## config.mk

```make
export PLATFORM = sky130hd
export DESIGN_NAME = exec_sequencer
export DESIGN_NICKNAME = d
export VERILOG_FILES = /design/src/rtl/exec_sequencer.sv
export SDC_FILE = /design/constraint.sdc
export NUM_CORES = 1
export LEC_CHECK = 0
export ABC_AREA = 0
export CAP_MARGIN = 20
export CORE_MARGIN = 5
export CORE_UTILIZATION = 47
export CTS_CLUSTER_SIZE = 24
export DETAILED_ROUTE_END_ITERATION = 10
export GPL_ROUTABILITY_DRIVEN = 0
export HOLD_SLACK_MARGIN = 0.06
export PLACE_DENSITY_LB_ADDON = 0.05
export SLEW_MARGIN = 40
export SYNTH_ARGS = -nofsm -noshare
export SYNTH_HDL_FRONTEND = slang
export SYNTH_SLANG_ARGS = --single-unit
export TNS_END_PERCENT = 50
```

## constraint.sdc

```tcl
create_clock -name CLK -period 1.6 [get_ports CLK]
set_input_delay 0.24 -clock CLK [delete_from_list [all_inputs] [get_ports CLK]]
set_output_delay 0.24 -clock CLK [all_outputs]
set_load 0.01 [all_outputs]
```

## src/rtl/exec_sequencer.sv

```systemverilog
// ============================================================================
//  Module      : exec_sequencer
//  Description : Multi-cycle FETCH/DECODE/EXEC/MEM/WB sequencer for the 9-bit
//                processor. Owns the PC, strobes the IR latch, data-memory
//                request and register-file write. One instruction in flight.
//  Config      : `define EXEC_SEQ_PERF_COUNT_EN to enable the saturating
//                retired-instruction counter (otherwise instr_count = 0).
//  Revision    : 1.0  initial release
// ============================================================================
`default_nettype none

module exec_sequencer #(
    parameter int PC_W        = 10,
    parameter int MEM_TIMEOUT = 15
) (
    input  logic            CLK,
    input  logic            Reset,
    input  logic            start,
    input  logic [PC_W-1:0] start_addr,
    input  logic            jump_en,
    input  logic            branch_en,
    input  logic [PC_W-1:0] target,
    input  logic            is_mem,
    input  logic            is_halt,
    input  logic            mem_ready,
    output logic [PC_W-1:0] pc,
    output logic            ir_load,
    output logic            mem_req,
    output logic            reg_we,
    output logic            running,
    output logic            done,
    output logic            err,
    output logic [15:0]     instr_count
);

    typedef enum logic [2:0] {
        S_IDLE   = 3'd0,
        S_FETCH  = 3'd1,
        S_DECODE = 3'd2,
        S_EXEC   = 3'd3,
        S_MEM    = 3'd4,
        S_WB     = 3'd5,
        S_HALT   = 3'd6
    } state_t;

    // Wait counter value seen in the last permitted MEM cycle (counter is 0
    // in the first MEM cycle).
    localparam logic [7:0] c_WAIT_LAST = 8'(MEM_TIMEOUT - 1);

    state_t          r_state;
    state_t          w_next_state;
    logic [PC_W-1:0] r_next_pc;
    logic [7:0]      r_wait;
    logic            w_start_accept;
    logic            w_timeout;

    assign w_start_accept = start && ((r_state == S_IDLE) || (r_state == S_HALT));
    assign w_timeout      = (r_state == S_MEM) && !mem_ready && (r_wait == c_WAIT_LAST);

    // Next-state selection from the current state and the sampled inputs
    always_comb begin
        w_next_state = r_state;
        case (r_state)
            S_IDLE, S_HALT: if (start) w_next_state = S_FETCH;
            S_FETCH:        w_next_state = S_DECODE;
            S_DECODE:       w_next_state = is_halt ? S_HALT : S_EXEC;
            S_EXEC:         w_next_state = is_mem ? S_MEM : S_WB;
            S_MEM: begin
                if (mem_ready)      w_next_state = S_WB;
                else if (w_timeout) w_next_state = S_HALT;
            end
            S_WB:           w_next_state = S_FETCH;
            default:        w_next_state = S_IDLE;
        endcase
    end

    // State, PC, error flag and Moore strobes registered from the next state
    always_ff @(posedge CLK) begin
        if (Reset) begin
            r_state   <= S_IDLE;
            pc        <= '0;
            r_next_pc <= '0;
            r_wait    <= '0;
            err       <= 1'b0;
            ir_load   <= 1'b0;
            mem_req   <= 1'b0;
            reg_we    <= 1'b0;
            running   <= 1'b0;
            done      <= 1'b0;
        end else begin
            r_state <= w_next_state;
            ir_load <= (w_next_state == S_FETCH);
            mem_req <= (w_next_state == S_MEM);
            reg_we  <= (w_next_state == S_WB);
            running <= (w_next_state != S_IDLE) && (w_next_state != S_HALT);
            done    <= (w_next_state == S_HALT);

            // Counter is zero on MEM entry because it idles at zero elsewhere
            r_wait <= (r_state == S_MEM) ? r_wait + 8'd1 : 8'd0;

            if (w_start_accept) begin
                pc  <= start_addr;
                err <= 1'b0;
            end
            if (r_state == S_EXEC) begin
                r_next_pc <= (jump_en || branch_en) ? target : pc + PC_W'(1);
            end
            if (r_state == S_WB) begin
                pc <= r_next_pc;
            end
            if (w_timeout) begin
                err <= 1'b1;
            end
        end
    end

`ifdef EXEC_SEQ_PERF_COUNT_EN
    logic [15:0] r_instr_count;

    // Saturating count of instructions retired through WB
    always_ff @(posedge CLK) begin
        if (Reset || w_start_accept) begin
            r_instr_count <= 16'h0000;
        end else if ((r_state == S_WB) && (r_instr_count != 16'hFFFF)) begin
            r_instr_count <= r_instr_count + 16'd1;
        end
    end

    assign instr_count = r_instr_count;
`else
    assign instr_count = 16'h0000;
`endif

endmodule

`default_nettype wire

```

### Word-level counts from Yosys, hierarchy flattened

Cells that the tools add are included.
Widths: inputs -> output; s select.

* register bits: 37
* bits of input ports: 28
* word-level logic and storage cells: 49

* $add $sub $neg: 2
* reduce and logical (&&, ||, !) cells: 13
* equality and inequality tests: 12
* bitwise operators: 1
* mux-type cells: 11

Operators by type and width (count)
* $mux 10: 3
* $eq 3x3->1 const B: 6
* $pmux 3 s6: 1
* $mux 3: 4
* $add 10x1->10 const B: 1
* $add 8x1->8 const B: 1
* $eq 8x4->1 const B: 1
* $eq 3x1->1 const B: 2
* $eq 3x2->1 const B: 2
* $logic_and 1x1->1: 4
* $reduce_bool 2->1: 2
* $reduce_or 2->1: 2
* $logic_not 3->1: 1
* $mux 1: 3
* $ne 3x3->1 const B: 1
* $reduce_bool 3->1: 1
* $logic_or 1x1->1: 2
* $logic_not 1->1: 1
* $not 1->1: 1

### Depth between registers and ports, before layout

Gate-level depths: netlist of the first run.

* depth after elaboration: 8
* depth in mapped cells: 6
* gate-level depth less buffers: 6

### Worst setup path before layout of the first run

OpenSTA, ideal clock, no wires.

* kind: register to register
* start point: register pc[0]
* end point: register r_next_pc[8]
* data arrival time: 1331 ps
* path slack: 168 ps
* stages on the path, launching flop included: 6
* data required time: 1499 ps
* path buffers: 0
* clock period less this slack: 1432 ps
* cells stage by stage: dfxtp_1 ha_1 and4_1 nand4_1 xor2_1 o41ai_1

* cells in the longest elaborated chain, start to end: 2

Ends and longest elaborated chain
* start: declaration: RTL line 26 `output logic [PC_W-1:0] pc,`
* start signal: assignment: RTL line 102 `pc <= start_addr;`
* start signal: assignment: RTL line 109 `pc <= r_next_pc;`
* $add 10x1->10: RTL line 106 `r_next_pc <= (jump_en || branch_en) ? target : pc + PC_W'(1);`
* $mux 10: RTL line 106
* end signal: assignment: RTL line 106
* end: declaration: RTL line 52 `logic [PC_W-1:0] r_next_pc;`

Every way passes these cells.
A chain may end at the register's enable or synchronous reset.

### Worst setup path after layout of the first run

* start point: register pc[0]
* end point: output port pc[0]

No word-level cell between the ends.

==> results.tsv, run 1 <==
stage	metric	value	unit
critical_path	crit path max-delay cell type	clkdlybuf4s50_1	
logic_synthesis	Synth Instances	233	
critical_path	Critical Path AT	1.30	ns
place	placed cell count	329	
clock_tree	clock sinks	37	
sta	worst hold slack	0.459	ns
critical_path	crit-path max FO	5	
logic_synthesis	Mapped Area	1950	um^2
critical_path	Worst Setup EP	pc[0]	
final_layout	non-filler cells, final	336	
logic_synthesis	Cell variety after synth	48	
sta	fin crit period	1.54	ns
grt	initial antenna violation count	0	
logic_synthesis	number of flops mapped to enable cells by yosys	0	
critical_path	Crit path buffers/inverters	2	
logic_synthesis	share of the synthesized area in the top cell type	0.379	
grt	pin count of the biggest net entering global routing	21	
place	post-DP HPWL	3540	um
sta	RSZ-0062 raised after global routing	false	
drt	# DRC	0	
worst_hold_path	class of the worst hold path	flip-flop to flip-flop	
critical_path	Worst R2R Path Depth	6	
clock_tree	H-tree Lvls	2	
critical_path	critical path depth in cells	2	
final_layout	share of cells above drive strength 1	0.133	
floorplanning	die area	5550	um^2
clock_tree	CTS Buf Count	5	
clock_tree	Setup Buffers After CTS	0	
power_and_ir_drop	Pwr Total	2.33	mW
critical_path	R2R Path End	reg_we	
drt	DRT Wirelength	4750	um
critical_path	Setup Crit Path Kind	flip-flop to output pin	
sta	clock skew	0.00898	ns
grt	total congestion overflow	0	
clock_tree	Worst-path clk slew	0.07	ns
critical_path	crit path capture type	output pin	
sta	upper clock frequency limit	650	MHz
critical_path	r2r setup slk	0.18	ns
grt	vias in the first global route	1659	
floorplanning	DIE WIDTH	74.5	um
logic_synthesis	cell taking the most area after synthesis	dfxtp_1	
floorplanning	Initial Utilization	0.485	
drt	DRT Pass-1 Iters	4	
drt	via count	1748	
sta	Setup TNS	0	ns
critical_path	cell family with most CP delay	buffers and inverters	
power_and_ir_drop	Lkg Pwr	0.996	nW
power_and_ir_drop	Power Density	915	nW/um^2
floorplanning	number of cell rows	23	
floorplanning	Die Span Y	74.5	um
final_layout	antenna cells	0	
clock_tree	Root Driver	clkbuf_8	
power_and_ir_drop	maximum VDD drop	0.832	mV
clock_tree	CTS tree	yes	
floorplanning	Core Region	4030	um^2
clock_tree	clk buf depth	2	
floorplanning	I/O pins	60	
critical_path	worst path required time	1.36	ns
drt	post-route antenna net violation count	0	
logic_synthesis	Synth Flop Type	dfxtp_1	
logic_synthesis	FF+latch count, synth	37	
run	max cap viols	0	
logic_synthesis	Warnings, synthesis	0	
drt	vias per cell	5.20	
critical_path	reg2reg start	r_wait[0]	
critical_path	CP peak stage delay	0.53	ns
logic_synthesis	Area contributors post-synth	dfxtp_1 (38%), buf_4 (8.1%), nor2_1 (5.6%)	
place	I/O Buffers	43	
drt	Iter 0 DRT Violations	86	
grt	GRT Util Overall	0.182	
critical_path	Worst setup SP type	flip-flop	
logic_synthesis	ys async rst share	0	
final_layout	Synth-to-Final Area Change	30.4	%
drt	Routed WL per cell	14.1	um
clock_tree	Clk Latency, worst-skew pair	0.29	ns
critical_path	CP cell instances	buf_4 > clkdlybuf4s50_1	
grt	first-pass GRT wire length	7690	um
outcome	status	complete, no violations	
sta	final period utilization	0.962	
logic_synthesis	sequential fraction of the synthesis area	0.379	
sta	Finish-stage setup viols	0	
critical_path	CP Launch Point	pc[0]	
sta	Final Hold Violating Endpoints	0	
sta	Slew Viols, Final	0	
final_layout	final net count	317	
logic_synthesis	Post-Syn Area per Cell	8.38	um^2
==> flip-flops by register name (all words and copies together), names as in the netlist <==
register	cells
reg_we	1
done	1
r_wait	8
ir_load	1
r_next_pc	10
pc	10
running	1
mem_req	1
err	1
r_state	3
==> cell type report <==
type	instances	area, um^2
repair buffers	61	578
clock buffers	7	86.3
well taps	50	62.6
multi-input cells	177	1060
fillers	388	1480
flip-flops and latches	37	746
inverters	4	15.0
==> power by group <==
part	switching (mW)	internal, mW
sequential	0.0751	0.995
clock	0.307	0.341
combinational	0.298	0.315
total	0.680	1.65
==> how the worst min path moves through the flow <==
stage / start / end / slack (ns) / depth (start not counted)
finish: r_next_pc[5] / r_next_pc[5] / 0.46 / 2
floorplan: start_addr[0] / pc[0] / 0.40 / 2
detailed placement: r_next_pc[3] / r_next_pc[3] / 0.45 / 2
global placement: r_next_pc[2] / r_next_pc[2] / 0.44 / 2
global route: r_next_pc[5] / r_next_pc[5] / 0.47 / 2
CTS: r_next_pc[3] / r_next_pc[3] / 0.46 / 2
==> cell families (layout without fill, tap and decap cells) <==
kind of cell | Yosys count | in the layout | synth area share
AO/OA/AOI/OAI | 53 | 53 | 0.183
XOR/XNOR | 12 | 12 | 0.0577
AND/OR/NAND/NOR | 90 | 90 | 0.231
adder cells (fa/ha/maj) | 3 | 3 | 0.0192
other | 1 | 16 | 0.00192
multiplexers | 3 | 3 | 0.0179
flip-flops | 37 | 37 | 0.379
buffers and inverters | 34 | 72 | 0.111
==> what timing repair did <==
item / CTS / global route
hold buffers: 0 / 0
gates resized for setup: 0 / 5
endpoints found under the setup margin: 0 / 11
==> Yosys cell counts, types with 4 or more instances <==
library cell  instances
nand4_1               5
buf_4                21
clkbuf_1              4
a311oi_1             11
nor3_1                5
o21ai_0              17
xor2_1                8
nand3_1               6
a21oi_1               6
inv_1                 4
nand2_1              23
dfxtp_1              37
nor2_1               29
==> per-stage QoR <==
step                      cell area (um^2)   util  setup slack [ns]
after detailed placement              2450  0.608           -0.0125
after CTS                             2530  0.629           0.00864
after global placement                2450  0.608            0.0233
after floorplan                       2010      -             0.168
after global routing                  2550  0.632           0.00517
final                                 2550  0.632            0.0605
==> metal layers <==
layer | up-vias | track usage | share of wire
met5 | - | 0 | 0
met4 | 0 | 0.0731 | 0.022
met3 | 8 | 0.0527 | 0.063
met2 | 41 | 0.300 | 0.48
met1 | 806 | 0.223 | 0.43
li1 | 893 | - | -
==> worst register-to-register path, delay by kind of cell (launching register included) <==
family	cells	cell delay (ns)
adders and majority gates	1	0.17
DFF	1	0.33
and+or+nand+nor	4	0.81
buffers and inverters	1	0.05
==> cell usage in the layout (no fill, tap or decap), types with 3 or more instances in the layout <==
| cell type | n |
|---|---|
| clkdlybuf4s50_1 | 43 |
| nand2_1 | 23 |
| o21a_1 | 3 |
| o21ai_0 | 17 |
| xnor2_1 | 3 |
| dfxtp_2 | 4 |
| nor3_1 | 5 |
| dfxtp_1 | 33 |
| clkbuf_8 | 6 |
| a21oi_1 | 6 |
| conb_1 | 16 |
| a311oi_1 | 11 |
| buf_4 | 17 |
| o211ai_1 | 3 |
| inv_1 | 4 |
| a21o_1 | 3 |
| nand4_1 | 5 |
| xor2_1 | 8 |
| ha_1 | 3 |
| nand3_1 | 6 |
| a211oi_1 | 3 |
| and4_1 | 3 |
| nor2_1 | 29 |
Power figures use the tool's default switching activity.
==> run 2, diff against run 1 <==
RECOVER_POWER = 25   (was not set)
==> results.tsv, run 2 (synthesized netlist as in run 1, its figures left out) <==
stage	metric	value	unit
critical_path	crit path capture type	output pin	
place	dpl ws	-0.0125	ns
drt	via count	1756	
sta	RSZ-0062 raised after global routing	false	
clock_tree	H-tree Lvls	2	
critical_path	CP cell instances	buf_4 > clkdlybuf4s50_1	
final_layout	most frequent cells in the layout	clkdlybuf4s50_1 (43), dfxtp_1 (33), nor2_1 (29)	
clock_tree	cts hold-fix bufs	0	
grt	pin count of the biggest net entering global routing	21	
critical_path	crit-path max FO	5	
power_and_ir_drop	Comb pwr share	0.262	
place	placed cell count	329	
clock_tree	clk buf depth	2	
power_and_ir_drop	Lkg Pwr	0.992	nW
critical_path	Critical Path AT	1.30	ns
place	post-DP HPWL	3540	um
critical_path	worst path required time	1.36	ns
drt	Iter 0 DRT Violations	113	
clock_tree	clock sinks	37	
critical_path	Crit path buffers/inverters	2	
power_and_ir_drop	Pint	1.65	mW
critical_path	Setup Crit Path Kind	flip-flop to output pin	
floorplanning	Initial Utilization	0.485	
final_layout	antenna cells	0	
floorplanning	die area	5550	um^2
critical_path	cell family with most CP delay	buffers and inverters	
sta	Final Hold Violating Endpoints	0	
final_layout	most common cell after layout, fill and taps aside	clkdlybuf4s50_1	
clock_tree	Root Driver	clkbuf_8	
sta	upper clock frequency limit	649	MHz
grt	vias in the first global route	1659	
drt	vias per cell	5.23	
clock_tree	CTS tree	yes	
sta	final period utilization	0.963	
sta	worst setup margin	0.0590	ns
worst_hold_path	class of the worst hold path	flip-flop to flip-flop	
floorplanning	Die Span Y	74.5	um
drt	DRT Wirelength	4750	um
critical_path	Worst setup SP type	flip-flop	
sta	Slew Viols, Final	0	
run	max cap viols	0	
drt	Routed WL per cell	14.1	um
final_layout	share of cells above drive strength 1	0.129	
clock_tree	Clk Latency, worst-skew pair	0.29	ns
place	I/O Buffers	43	
power_and_ir_drop	maximum VDD drop	0.833	mV
floorplanning	Core Region	4030	um^2
floorplanning	I/O pins	60	
critical_path	crit path max-delay cell type	clkdlybuf4s50_1	
floorplanning	number of cell rows	23	
drt	post-route antenna net violation count	0	
drt	DRT Pass-1 Iters	4	
critical_path	CP peak stage delay	0.53	ns
power_and_ir_drop	proportion of power drawn by flip-flops and latches	0.459	
final_layout	final net count	317	
final_layout	Largest regs	pc (10), r_next_pc (10), r_wait (8)	
clock_tree	Worst-path clk slew	0.07	ns
sta	Finish-stage setup viols	0	
power_and_ir_drop	clock power share	0.278	
power_and_ir_drop	switch share	0.292	
drt	# DRC	0	
grt	initial antenna violation count	0	
sta	fin crit period	1.54	ns
sta	clock skew	0.00854	ns
power_and_ir_drop	Power Density	916	nW/um^2
grt	first-pass GRT wire length	7690	um
grt	GRT Util Overall	0.182	
grt	total congestion overflow	0	
clock_tree	CTS Buf Count	5	
final_layout	Synth-to-Final Area Change	30.1	%
outcome	status	complete, no violations	
floorplanning	DIE WIDTH	74.5	um
final_layout	non-filler cells, final	336	
power_and_ir_drop	switching component of the power	679	uW
==> run 2: layer usage <==
metal	wire length (um)	vias to the layer above	track usage
met2	2300	41	0.300
met5	0	-	0
met4	97	0	0.0731
met1	2030	815	0.223
li1	-	892	-
met3	318	8	0.0527
==> run 2: power groups by stage <==
| stage | sequential, mW | clock, mW | combinational [mW] |
|---|---|---|---|
| finish | 1.07 | 0.647 | 0.611 |
| global route | 1.08 | 0.704 | 0.675 |
| CTS | 1.07 | 0.667 | 0.612 |
| detailed placement | 1.08 | 0 | 0.610 |
| global placement | 1.09 | 0 | 0.607 |
| floorplan | 1.09 | 0 | 0.354 |
==> run 2: area by class of cell <==
type	count	area, um^2
flip-flops and latches	37	746
repair buffers	61	572
multi-input cells	177	1060
fillers	389	1490
inverters	4	15.0
well taps	50	62.6
clock buffers	7	86.3
==> run 2: timing repair <==
| item | CTS | global route |
|---|---|---|
| setup endpoints to repair | 0 | 11 |
| buffers inserted | 0 | 0 |
| resized for setup | 0 | 5 |
| hold endpoints to repair | 0 | 0 |
==> run 2: final timing paths <==
check	startpoint	to	slack, ns	depth (start not counted)
max	pc[0]	pc[0]	0.06	2
min	r_next_pc[5]	r_next_pc[5]	0.46	2
max reg2reg	pc[0]	r_next_pc[8]	0.18	5
min reg2reg	r_next_pc[5]	r_next_pc[5]	0.46	2
==> run 2: worst min-delay path, stage by stage, from the launching register on <==
cell,delay [ns]
dfxtp_1,0.31
nand2_1,0.05
a21oi_1,0.05
==> run 2: metrics by stage <==
step                       util  setup TNS, ns  total power, mW  hold slack [ns]  instance area (um^2)
after floorplan               -              0             1.44            0.399                  2010
after global placement    0.608              0             1.69            0.444                  2450
after detailed placement  0.608        -0.0234             1.69            0.447                  2450
after CTS                 0.629              0             2.34            0.457                  2530
after global routing      0.631              0             2.46            0.471                  2540
final                     0.631              0             2.33            0.459                  2540
